$ cat src/rtl/r_pipe_hazard_ctrl_if.sv
// Bundle between the hazard controller and its pipeline/instruction-memory environment.
// The controller sits on the slave modport. The environment (datapath, imem, bench) sits on master.
interface r_pipe_hazard_ctrl_if #(
    parameter int CNT_W = 16
);
    // start is a level that is sampled only in IDLE. There is no ready:
    // busy and done report run progress, and stall/bubble qualify ID->EX each cycle.
    logic             start;
    logic [31:0]      if_instr;
    logic [31:0]      pc;
    logic [31:0]      id_instr;
    logic             id_valid;
    logic             bubble;
    logic             stall;
    logic             busy;
    logic             done;
    logic [CNT_W-1:0] stall_cnt;
    logic [CNT_W-1:0] retired_cnt;
    logic [1:0]       state;

    modport master (
        output start, if_instr,
        input  pc, id_instr, id_valid, bubble, stall, busy, done,
               stall_cnt, retired_cnt, state
    );

    modport slave (
        input  start, if_instr,
        output pc, id_instr, id_valid, bubble, stall, busy, done,
               stall_cnt, retired_cnt, state
    );
endinterface

$ cat src/rtl/r_pipe_hazard_ctrl.sv
// PC/IF-ID sequencer with RAW-hazard stall control for a five-stage, no-forwarding R-type pipe.
// Optional macro HAZARD_WB_BYPASS_EN: the RF is write-through, so the WB entry is excluded from the hazard compare.
module r_pipe_hazard_ctrl #(
    parameter logic [31:0] PC_RESET  = 32'h0000_0000,
    parameter logic [31:0] HALT_WORD = 32'hFFFF_FFFF,
    parameter int          CNT_W     = 16
) (
    input logic                  clk,
    input logic                  rst_n,
    r_pipe_hazard_ctrl_if.slave  bus
);
    typedef enum logic [1:0] {IDLE, RUN, DRAIN, DONE} state_t;

    typedef struct packed {
        logic       valid;
        logic       wr;
        logic [4:0] rd;
    } sb_t;

    state_t           state;
    sb_t              sb_ex, sb_mem, sb_wb, ex_next;
    logic [31:0]      pc_q, id_instr_q;
    logic             id_valid_q, busy_q, done_q;
    logic [CNT_W-1:0] stall_q, retired_q;
    logic [4:0]       rs, rt;
    logic             hazard, stall, advance, id_wr, drained;

    function automatic logic hits(input sb_t e, input logic [4:0] a, input logic [4:0] b);
        return e.valid && e.wr && ((a != 5'd0 && a == e.rd) || (b != 5'd0 && b == e.rd));
    endfunction

    always_comb begin
        rs = id_instr_q[25:21];
        rt = id_instr_q[20:16];
`ifdef HAZARD_WB_BYPASS_EN
        hazard = id_valid_q && (hits(sb_ex, rs, rt) || hits(sb_mem, rs, rt));
`else
        hazard = id_valid_q && (hits(sb_ex, rs, rt) || hits(sb_mem, rs, rt) || hits(sb_wb, rs, rt));
`endif
        stall   = hazard && (state == RUN || state == DRAIN);
        advance = id_valid_q && !stall;
        id_wr   = (id_instr_q[31:26] == 6'b000000) && (id_instr_q[15:11] != 5'd0);
        ex_next = '0;
        if (advance) begin
            ex_next.valid = 1'b1;
            ex_next.wr    = id_wr;
            ex_next.rd    = id_instr_q[15:11];
        end
        drained = !id_valid_q && !sb_ex.valid && !sb_mem.valid && !sb_wb.valid;
    end

    always_ff @(posedge clk or negedge rst_n) begin
        if (!rst_n) begin
            state      <= IDLE;
            pc_q       <= PC_RESET;
            id_instr_q <= '0;
            id_valid_q <= 1'b0;
            sb_ex      <= '0;
            sb_mem     <= '0;
            sb_wb      <= '0;
            busy_q     <= 1'b0;
            done_q     <= 1'b0;
            stall_q    <= '0;
            retired_q  <= '0;
        end else begin
            sb_ex  <= ex_next;
            sb_mem <= sb_ex;
            sb_wb  <= sb_mem;
            done_q <= 1'b0;
            if (stall && stall_q != '1)
                stall_q <= stall_q + CNT_W'(1);
            if (sb_wb.valid && retired_q != '1)
                retired_q <= retired_q + CNT_W'(1);

            case (state)
                IDLE: begin
                    pc_q       <= PC_RESET;
                    id_instr_q <= '0;
                    id_valid_q <= 1'b0;
                    if (bus.start) begin
                        state  <= RUN;
                        busy_q <= 1'b1;
                    end
                end
                RUN: begin
                    // Halt detection only happens on cycles where fetch actually advances.
                    if (!stall) begin
                        if (bus.if_instr != HALT_WORD) begin
                            pc_q       <= pc_q + 32'd4;
                            id_instr_q <= bus.if_instr;
                            id_valid_q <= 1'b1;
                        end else begin
                            id_instr_q <= '0;
                            id_valid_q <= 1'b0;
                            state      <= DRAIN;
                        end
                    end
                end
                DRAIN: begin
                    if (!stall) begin
                        id_instr_q <= '0;
                        id_valid_q <= 1'b0;
                    end
                    if (drained) begin
                        state  <= DONE;
                        busy_q <= 1'b0;
                        done_q <= 1'b1;
                    end
                end
                DONE: begin
                    state <= IDLE;
                    pc_q  <= PC_RESET;
                end
                default: state <= IDLE;
            endcase
        end
    end

    assign bus.pc          = pc_q;
    assign bus.id_instr    = id_instr_q;
    assign bus.id_valid    = id_valid_q;
    assign bus.bubble      = !advance;
    assign bus.stall       = stall;
    assign bus.busy        = busy_q;
    assign bus.done        = done_q;
    assign bus.stall_cnt   = stall_q;
    assign bus.retired_cnt = retired_q;
    assign bus.state       = state;
endmodule

$ cat src/flat_wrapper.sv
// flat-port wrapper written by rule: the top's interface ports become plain ports
module r_pipe_hazard_ctrl_flat 
#(
    parameter logic [31:0] PC_RESET  = 32'h0000_0000,
    parameter logic [31:0] HALT_WORD = 32'hFFFF_FFFF,
    parameter int          CNT_W     = 16
)
  (clk, rst_n, bus_start, bus_if_instr, bus_pc, bus_id_instr, bus_id_valid, bus_bubble, bus_stall, bus_busy, bus_done, bus_stall_cnt, bus_retired_cnt, bus_state);
  r_pipe_hazard_ctrl_if #(.CNT_W(CNT_W)) bus_i ();
  input logic clk;
  input logic rst_n;
  input wire logic [$bits(bus_i.start)-1:0] bus_start;
  input wire logic [$bits(bus_i.if_instr)-1:0] bus_if_instr;
  output wire logic [$bits(bus_i.pc)-1:0] bus_pc;
  output wire logic [$bits(bus_i.id_instr)-1:0] bus_id_instr;
  output wire logic [$bits(bus_i.id_valid)-1:0] bus_id_valid;
  output wire logic [$bits(bus_i.bubble)-1:0] bus_bubble;
  output wire logic [$bits(bus_i.stall)-1:0] bus_stall;
  output wire logic [$bits(bus_i.busy)-1:0] bus_busy;
  output wire logic [$bits(bus_i.done)-1:0] bus_done;
  output wire logic [$bits(bus_i.stall_cnt)-1:0] bus_stall_cnt;
  output wire logic [$bits(bus_i.retired_cnt)-1:0] bus_retired_cnt;
  output wire logic [$bits(bus_i.state)-1:0] bus_state;
  assign bus_i.start = bus_start;
  assign bus_i.if_instr = bus_if_instr;
  assign bus_pc = bus_i.pc;
  assign bus_id_instr = bus_i.id_instr;
  assign bus_id_valid = bus_i.id_valid;
  assign bus_bubble = bus_i.bubble;
  assign bus_stall = bus_i.stall;
  assign bus_busy = bus_i.busy;
  assign bus_done = bus_i.done;
  assign bus_stall_cnt = bus_i.stall_cnt;
  assign bus_retired_cnt = bus_i.retired_cnt;
  assign bus_state = bus_i.state;
  r_pipe_hazard_ctrl #(.PC_RESET(PC_RESET), .HALT_WORD(HALT_WORD), .CNT_W(CNT_W)) u_core (.clk(clk), .rst_n(rst_n), .bus(bus_i));
endmodule
$ cat config.mk
export PLATFORM = sky130hd
export DESIGN_NAME = r_pipe_hazard_ctrl_flat
export DESIGN_NICKNAME = d
export VERILOG_FILES = /design/src/rtl/r_pipe_hazard_ctrl_if.sv /design/src/rtl/r_pipe_hazard_ctrl.sv /design/src/flat_wrapper.sv
export SDC_FILE = /design/constraint.sdc
export NUM_CORES = 1
export LEC_CHECK = 0
export ABC_AREA = 1
export CAP_MARGIN = 20
export CORE_MARGIN = 1
export CORE_UTILIZATION = 53
export DETAILED_ROUTE_END_ITERATION = 12
export PLACE_DENSITY_LB_ADDON = 0.12
export SLEW_MARGIN = 20
export SYNTH_ARGS = -nofsm -noshare
export SYNTH_HDL_FRONTEND = slang
export SYNTH_SLANG_ARGS = --single-unit
$ cat constraint.sdc
create_clock -name clk -period 2.4 [get_ports clk]
set_input_delay 0.72 -clock clk [delete_from_list [all_inputs] [get_ports clk]]
set_output_delay 0.72 -clock clk [all_outputs]
set_load 0.03 [all_outputs]
==> impl_metrics.toml, run 1 <==
[worst_hold_path]
hold_path_class = "input pin to async pin"

[floorplan]
rows = 41
start_util = 0.550
die_h_um = 117
die_w_um = 117
top_level_ports = 138
die_area_um2 = 13700
core-area_um2 = 12700

[power]
power_density_nw_per_um2 = 1000
p_leak_nw = 4.70
vdd_drop_max_mv = 0.677

[routing]
drc = 0
routed_wirelength_mm = 18.3
wl_per_cell_um = 13.9
ant_nets = 0
via_per_inst = 5.17
vias = 6798
dr.pass1.iters = 5
drt-initial-drc-count = 561

[cts]
hold_buffers = 0
htreeDepth = 4
cts.sinks = 120
clock_path_buffers = 2
insertion_delay_ns = 0.42
cts_tree = "yes"
cts.reportedPaths.clkPinSlew_ns = 0.06
cts_made_buffers = 17
root_buffer = "clkbuf_16"

[sta]
fin_worst_skew_ns = 0.0102
min_period_over_period = 1.09
slew_violations = 0
finalWorstSetupSlack_ns = -0.227
finalHoldViolCount = 0
tns_ns = -0.428
fin_crit_ns = 2.63
rsz0062_at_grt = "yes"
clock.fmax_ghz = 0.381
setup_viol = 2

[global_route]
use_met2 = 0.467
globalRouteMet3Util = 0.0566
grt.busiest_layer = "met2"
grtUsageMet1 = 0.376
grt_max_degree = 40
grt_pass1_wl_mm = 30.1
grt_overflow = 0
grt_usage = 0.283
grt_pass1_vias = 6306
antenna_found_initial = 0

[place]
pre_cts_ws_ns = -0.227
hpwl_mm = 13.0
dp_cells = 1275
port_buffers = 135
gp_congestion = 0.935

[worst_setup_path]
end_kind = "primary output"
crit_slowest_cell = "dfrtp_2"
worstPathRequired_ns = 1.68
worst_path_largest_cell_delay_ns = 0.46
r2r-end = "u_core.bus.id_instr[1]"
start_kind = "register"
crit_chain = "nor2_1 > nand3_1 > nand2_1 > inv_1 > nand3_2 > nand2_2 > nand2_2 > nand3_4 > nand2_4 > nand2_4 > buf_6"
rr_worst_depth = 14
critPathLaunch = "u_core.bus.id_instr[18]"
rrSetupSlack_ns = 0.19
r2r-start = "u_core.bus.id_instr[18]"
cp_max_fo = 5
critPathTopFamily = "simple AND/OR/NAND/NOR gates"
worstSetupPathType = "register to primary output"
cp.arrival_ns = 1.91
critPathBufInv = 2

[status]
status = "finished with violations"
violations = "setup timing"

[flow_run]
max_cap_viol_count = 0

[synthesis]
synth.yosys.warnings = 0
netlist_instances = 970
netlist_area_um2 = 7000
ys_types = 37
avgSynthCellArea_um2 = 7.21
synth_seq_cells = 120
ys_seq_area_frac = 0.429

[finish]
final_common_cell = "nand2_1"
layout_common_cells = "nand2_1 (339), clkdlybuf4s50_1 (126), nor2_1 (123)"
drive_gt1_frac = 0.102
nNetsFinal = 1172
stdcell_count = 1315
fillers = 1048
syn_to_final_growth_pct = 34.4
insertedDiodeCount = 0
-- flip-flops by register name, indices dropped and copies added (netlist names), 2 cells and up --
register / count
u_core.bus.pc: 30
u_core.bus.retired_cnt: 16
u_core.bus.stall_cnt: 16
u_core.sb_ex: 7
u_core.bus.state: 2
u_core.sb_mem: 7
u_core.sb_wb: 7
u_core.bus.id_instr: 32
-- report_power, final --
| part | internal [mW] | switching (mW) | leakage (nW) |
|---|---|---|---|
| Combinational | 1.54 | 2.53 | 2.80 |
| Sequential | 2.42 | 0.472 | 1.62 |
| Clock | 1.60 | 0.880 | 0.280 |
| Total | 5.56 | 3.88 | 4.70 |
-- worst register-to-register path, cell delays in order, from the launching register on --
cell and delay, ns:
dfrtp_2 0.46, nor2_1 0.12, nand3_1 0.14, nand2_1 0.10
inv_1 0.05, nand3_2 0.07, nand2_2 0.06, nand2_2 0.08
nand3_4 0.08, buf_4 0.14, buf_4 0.13, nand3_2 0.09
buf_4 0.35, nand3_1 0.17, nand2_1 0.10
-- metrics by stage --
step	hold slack (ns)	utilization	instance area, um^2	total power [mW]
after floorplan	0.354	-	7010	5.25
after global placement	0.357	0.682	8680	6.69
after detailed placement	0.365	0.682	8680	6.77
after CTS	0.252	0.735	9350	9.39
after global routing	0.268	0.739	9400	9.96
final	0.241	0.739	9400	9.45
-- logic make-up after synthesis --
logic type               count (synthesis)  share of synthesized area
AO/OA/AOI/OAI                           12                    0.00983
XOR/XNOR                                67                     0.0839
adder cells (fa/ha/maj)                  7                     0.0125
buffers and inverters                  123                     0.0749
flip-flops                             120                      0.429
multiplexers                             1                    0.00143
other                                    1                   0.000536
AND/OR/NAND/NOR                        639                      0.388
-- timing repair --
item,4_1_cts,5_1_grt
pin swaps,7,3
gates resized for setup,24,10
endpoints found under the setup margin,6,6
buffers inserted,5,3
-- Yosys cell counts, drive strengths merged --
| cell type | n | share of area |
|---|---|---|
| clkbuf | 12 | 0.0064 |
| ha | 7 | 0.013 |
| o311ai | 1 | 0.0013 |
| o21a | 1 | 0.0011 |
| nand3 | 110 | 0.081 |
| buf | 28 | 0.024 |
| mux2i | 1 | 0.0014 |
| xor2 | 42 | 0.053 |
| nand3b | 1 | 0.0011 |
| a31oi | 2 | 0.0018 |
| inv | 80 | 0.043 |
| xnor2 | 25 | 0.031 |
| a21oi | 1 | 0.00071 |
| o21ai | 7 | 0.0050 |
| conb | 1 | 0.00054 |
| dfrtp | 120 | 0.43 |
| or2 | 2 | 0.0018 |
| nor2 | 126 | 0.068 |
| nor3b | 2 | 0.0021 |
| clkinv | 3 | 0.0016 |
| nor4 | 7 | 0.0084 |
| nand4 | 19 | 0.019 |
| nand2 | 348 | 0.19 |
| nor3 | 24 | 0.018 |
-- final cells by class --
| cell class | instances | area (um^2) | share of cell area |
|---|---|---|---|
| timing repair buffer | 180 | 1740 | 0.185 |
| sequential | 120 | 3020 | 0.321 |
| tap | 172 | 215 | 0.0229 |
| multi-input combinational | 728 | 3540 | 0.376 |
| inverter | 83 | 314 | 0.0334 |
| clock buffer | 24 | 482 | 0.0512 |
| clock inverter | 8 | 95.1 | 0.0101 |
-- layer usage --
layer	share of wire	vias up
li1	-	3368
met5	0	-
met1	0.45	3195
met4	0.015	0
met3	0.053	30
met2	0.48	205
-- worst max-delay path by stage --
stage	end	cells after the start	slack (ns)
floorplan	bus_stall	8	-0.01
global placement	u_core.bus.id_instr[22]	12	-0.16
detailed placement	u_core.bus.state[0]	13	-0.23
CTS	bus_bubble	11	-0.20
global route	bus_bubble	11	-0.31
finish	bus_bubble	11	-0.23
No activity file was read; power rests on OpenSTA's default activity.
==> run 2, diff against run 1 <==
--- a/constraint.sdc
+++ b/constraint.sdc
@@ -3,2 +3,2 @@
 set_output_delay 0.72 -clock clk [all_outputs]
-set_load 0.03 [all_outputs]
+set_load 0.005 [all_outputs]
==> run 2 against run 1 <==
The flow still finishes with violations (setup timing). Combinational power is 11% lower. Register-to-register slack worse by 0.07 ns. Critical path depth stayed put. First-iteration DRC count is 4.3% higher. Clock-buffer cell count is 3 lower. Die area stayed put. Worst setup slack better by 0.050 ns. Utilization is 0.89 points higher.
==> impl_metrics.toml, run 2 (synthesized netlist as in run 1, its figures left out) <==
[sta]
setup_viol = 2
min_period_over_period = 1.07
fin_crit_ns = 2.58
worstMarginPinSlew_ns = 0.608
hold_ws_ns = 0.282
slew_violations = 0
finalHoldViolCount = 0
fin_worst_skew_ns = 0.00973
clock.fmax_ghz = 0.388
rsz0062_at_grt = "yes"
finalWorstSetupSlack_ns = -0.177
slew_headroom = 0.593

[global_route]
grt_pass1_vias = 6337
grt_pass1_wl_mm = 30.7
grt_max_degree = 38
grt_usage = 0.291
antenna_found_initial = 0
grt_overflow = 0

[floorplan]
core-area_um2 = 12700
top_level_ports = 138
die_h_um = 117
rows = 41
die_area_um2 = 13700
start_util = 0.550
die_w_um = 117

[routing]
drt-initial-drc-count = 585
routed_wirelength_mm = 18.7
dr.pass1.iters = 5
via_per_inst = 5.20
ant_nets = 0
drc = 0
wl_per_cell_um = 14.1
vias = 6884

[worst_setup_path]
crit_cells = 11
cp_common_cell = "nand2_1"
worst_path_largest_cell_delay_ns = 0.47
cp.arrival_ns = 1.86
r2r-end = "u_core.bus.pc[5]"
critPathCapture = "bus_bubble"
critPathLaunch = "u_core.bus.id_instr[21]"
r2r-start = "u_core.bus.id_instr[21]"
rrSetupSlack_ns = 0.12
critPathBufInv = 2
cp_max_fo = 6
worstPathRequired_ns = 1.68
start_kind = "register"
crit_slowest_cell = "dfrtp_2"
crit_chain = "nor2_2 > nand3_2 > inv_2 > nor2_1 > nand2_1 > nand2_1 > nand2_1 > nand3_2 > nand2_4 > nand2_4 > buf_6"
rr_worst_depth = 13
worstSetupPathType = "register to primary output"
critPathTopFamily = "simple AND/OR/NAND/NOR gates"
end_kind = "primary output"

[finish]
utilization = 0.748
final_cell_area_um2 = 9510
syn_to_final_growth_pct = 36.0
drive_gt1_frac = 0.113
nNetsFinal = 1183
layout_common_cells = "nand2_1 (343), clkdlybuf4s50_1 (132), nor2_1 (118)"
final_common_cell = "nand2_1"
largest_register_ffs = 32
insertedDiodeCount = 0

[cts]
htreeDepth = 4
insertion_delay_ns = 0.42
cts.sinks = 120
hold_buffers = 0
cts_tree = "yes"
root_buffer = "clkbuf_16"
cts.reportedPaths.clkPinSlew_ns = 0.05
clock_path_buffers = 2
cts_made_buffers = 17

[power]
p_leak_nw = 4.73
power_density_nw_per_um2 = 947
vdd_drop_max_mv = 0.655

[place]
port_buffers = 135
hpwl_mm = 13.1
place_area_um2 = 8790
gp_congestion = 0.937

[flow_run]
max_cap_viol_count = 0

[status]
violations = "setup timing"
status = "finished with violations"

[worst_hold_path]
hold_path_class = "input pin to async pin"
[run 2: changes by cell type in the layout (fill, tap and decap cells not counted), sizes merged, moves of 2 or more]
| cell | change |
|---|---|
| clkdlybuf4s50 | +6 |
| dlygate4sd2 | -3 |
| buf | +10 |
| clkinv | +2 |
| dlymetal6s2s | -2 |
| clkbuf | -3 |
[run 2: power by group]
group          total (mW)  switching [mW]  internal (mW)  leakage, nW
clock network        2.51           0.873           1.64        0.286
logic                3.63            1.96           1.66         2.83
registers            2.87           0.447           2.42         1.62
total                9.01            3.28           5.72         4.73
[run 2: layout make-up]
class                           instances  area, um^2
Tap cell                              172         215
Clock buffer                           21         450
Multi-Input combinational cell        728        3550
Sequential cell                       120        3020
Inverter                               83         314
Clock inverter                         10         128
Timing Repair Buffer                  191        1850
Fill cell                            1038        3210
[run 2: what timing repair did]
item	CTS	global route
setup endpoints to repair	2	47
gates resized for setup	24	20
pin swaps	13	13
setup buffers	3	3
[run 2: routing by layer]
metal / track usage / up-vias / wire length, um
met1: 0.399 / 3222 / 8490
li1: - / 3393 / -
met3: 0.0566 / 34 / 988
met5: 0 / - / 0
met4: 0.0911 / 0 / 342
met2: 0.465 / 235 / 8870
[run 2: how the worst min path moves through the flow]
stage / endpoint / slack [ns]
after floorplan: u_core.sb_mem[5] / 0.35
after global placement: u_core.sb_wb[5] / 0.35
after detailed placement: u_core.sb_mem[5] / 0.37
after CTS: u_core.sb_wb[4] / 0.29
after global routing: u_core.sb_wb[2] / 0.31
final: u_core.sb_wb[4] / 0.28
[run 2: metrics by stage]
step	instances	worst slack, ns	power, mW	setup TNS (ns)
3_3_place_gp	1288	-0.298	6.19	-15.64
5_1_grt	1325	-0.266	9.58	-0.564
6_report	1325	-0.177	9.01	-0.348
3_5_place_dp	1288	-0.321	6.26	-15.66
2_1_floorplan	971	0.110	4.66	0
4_1_cts	1322	-0.149	8.88	-0.281
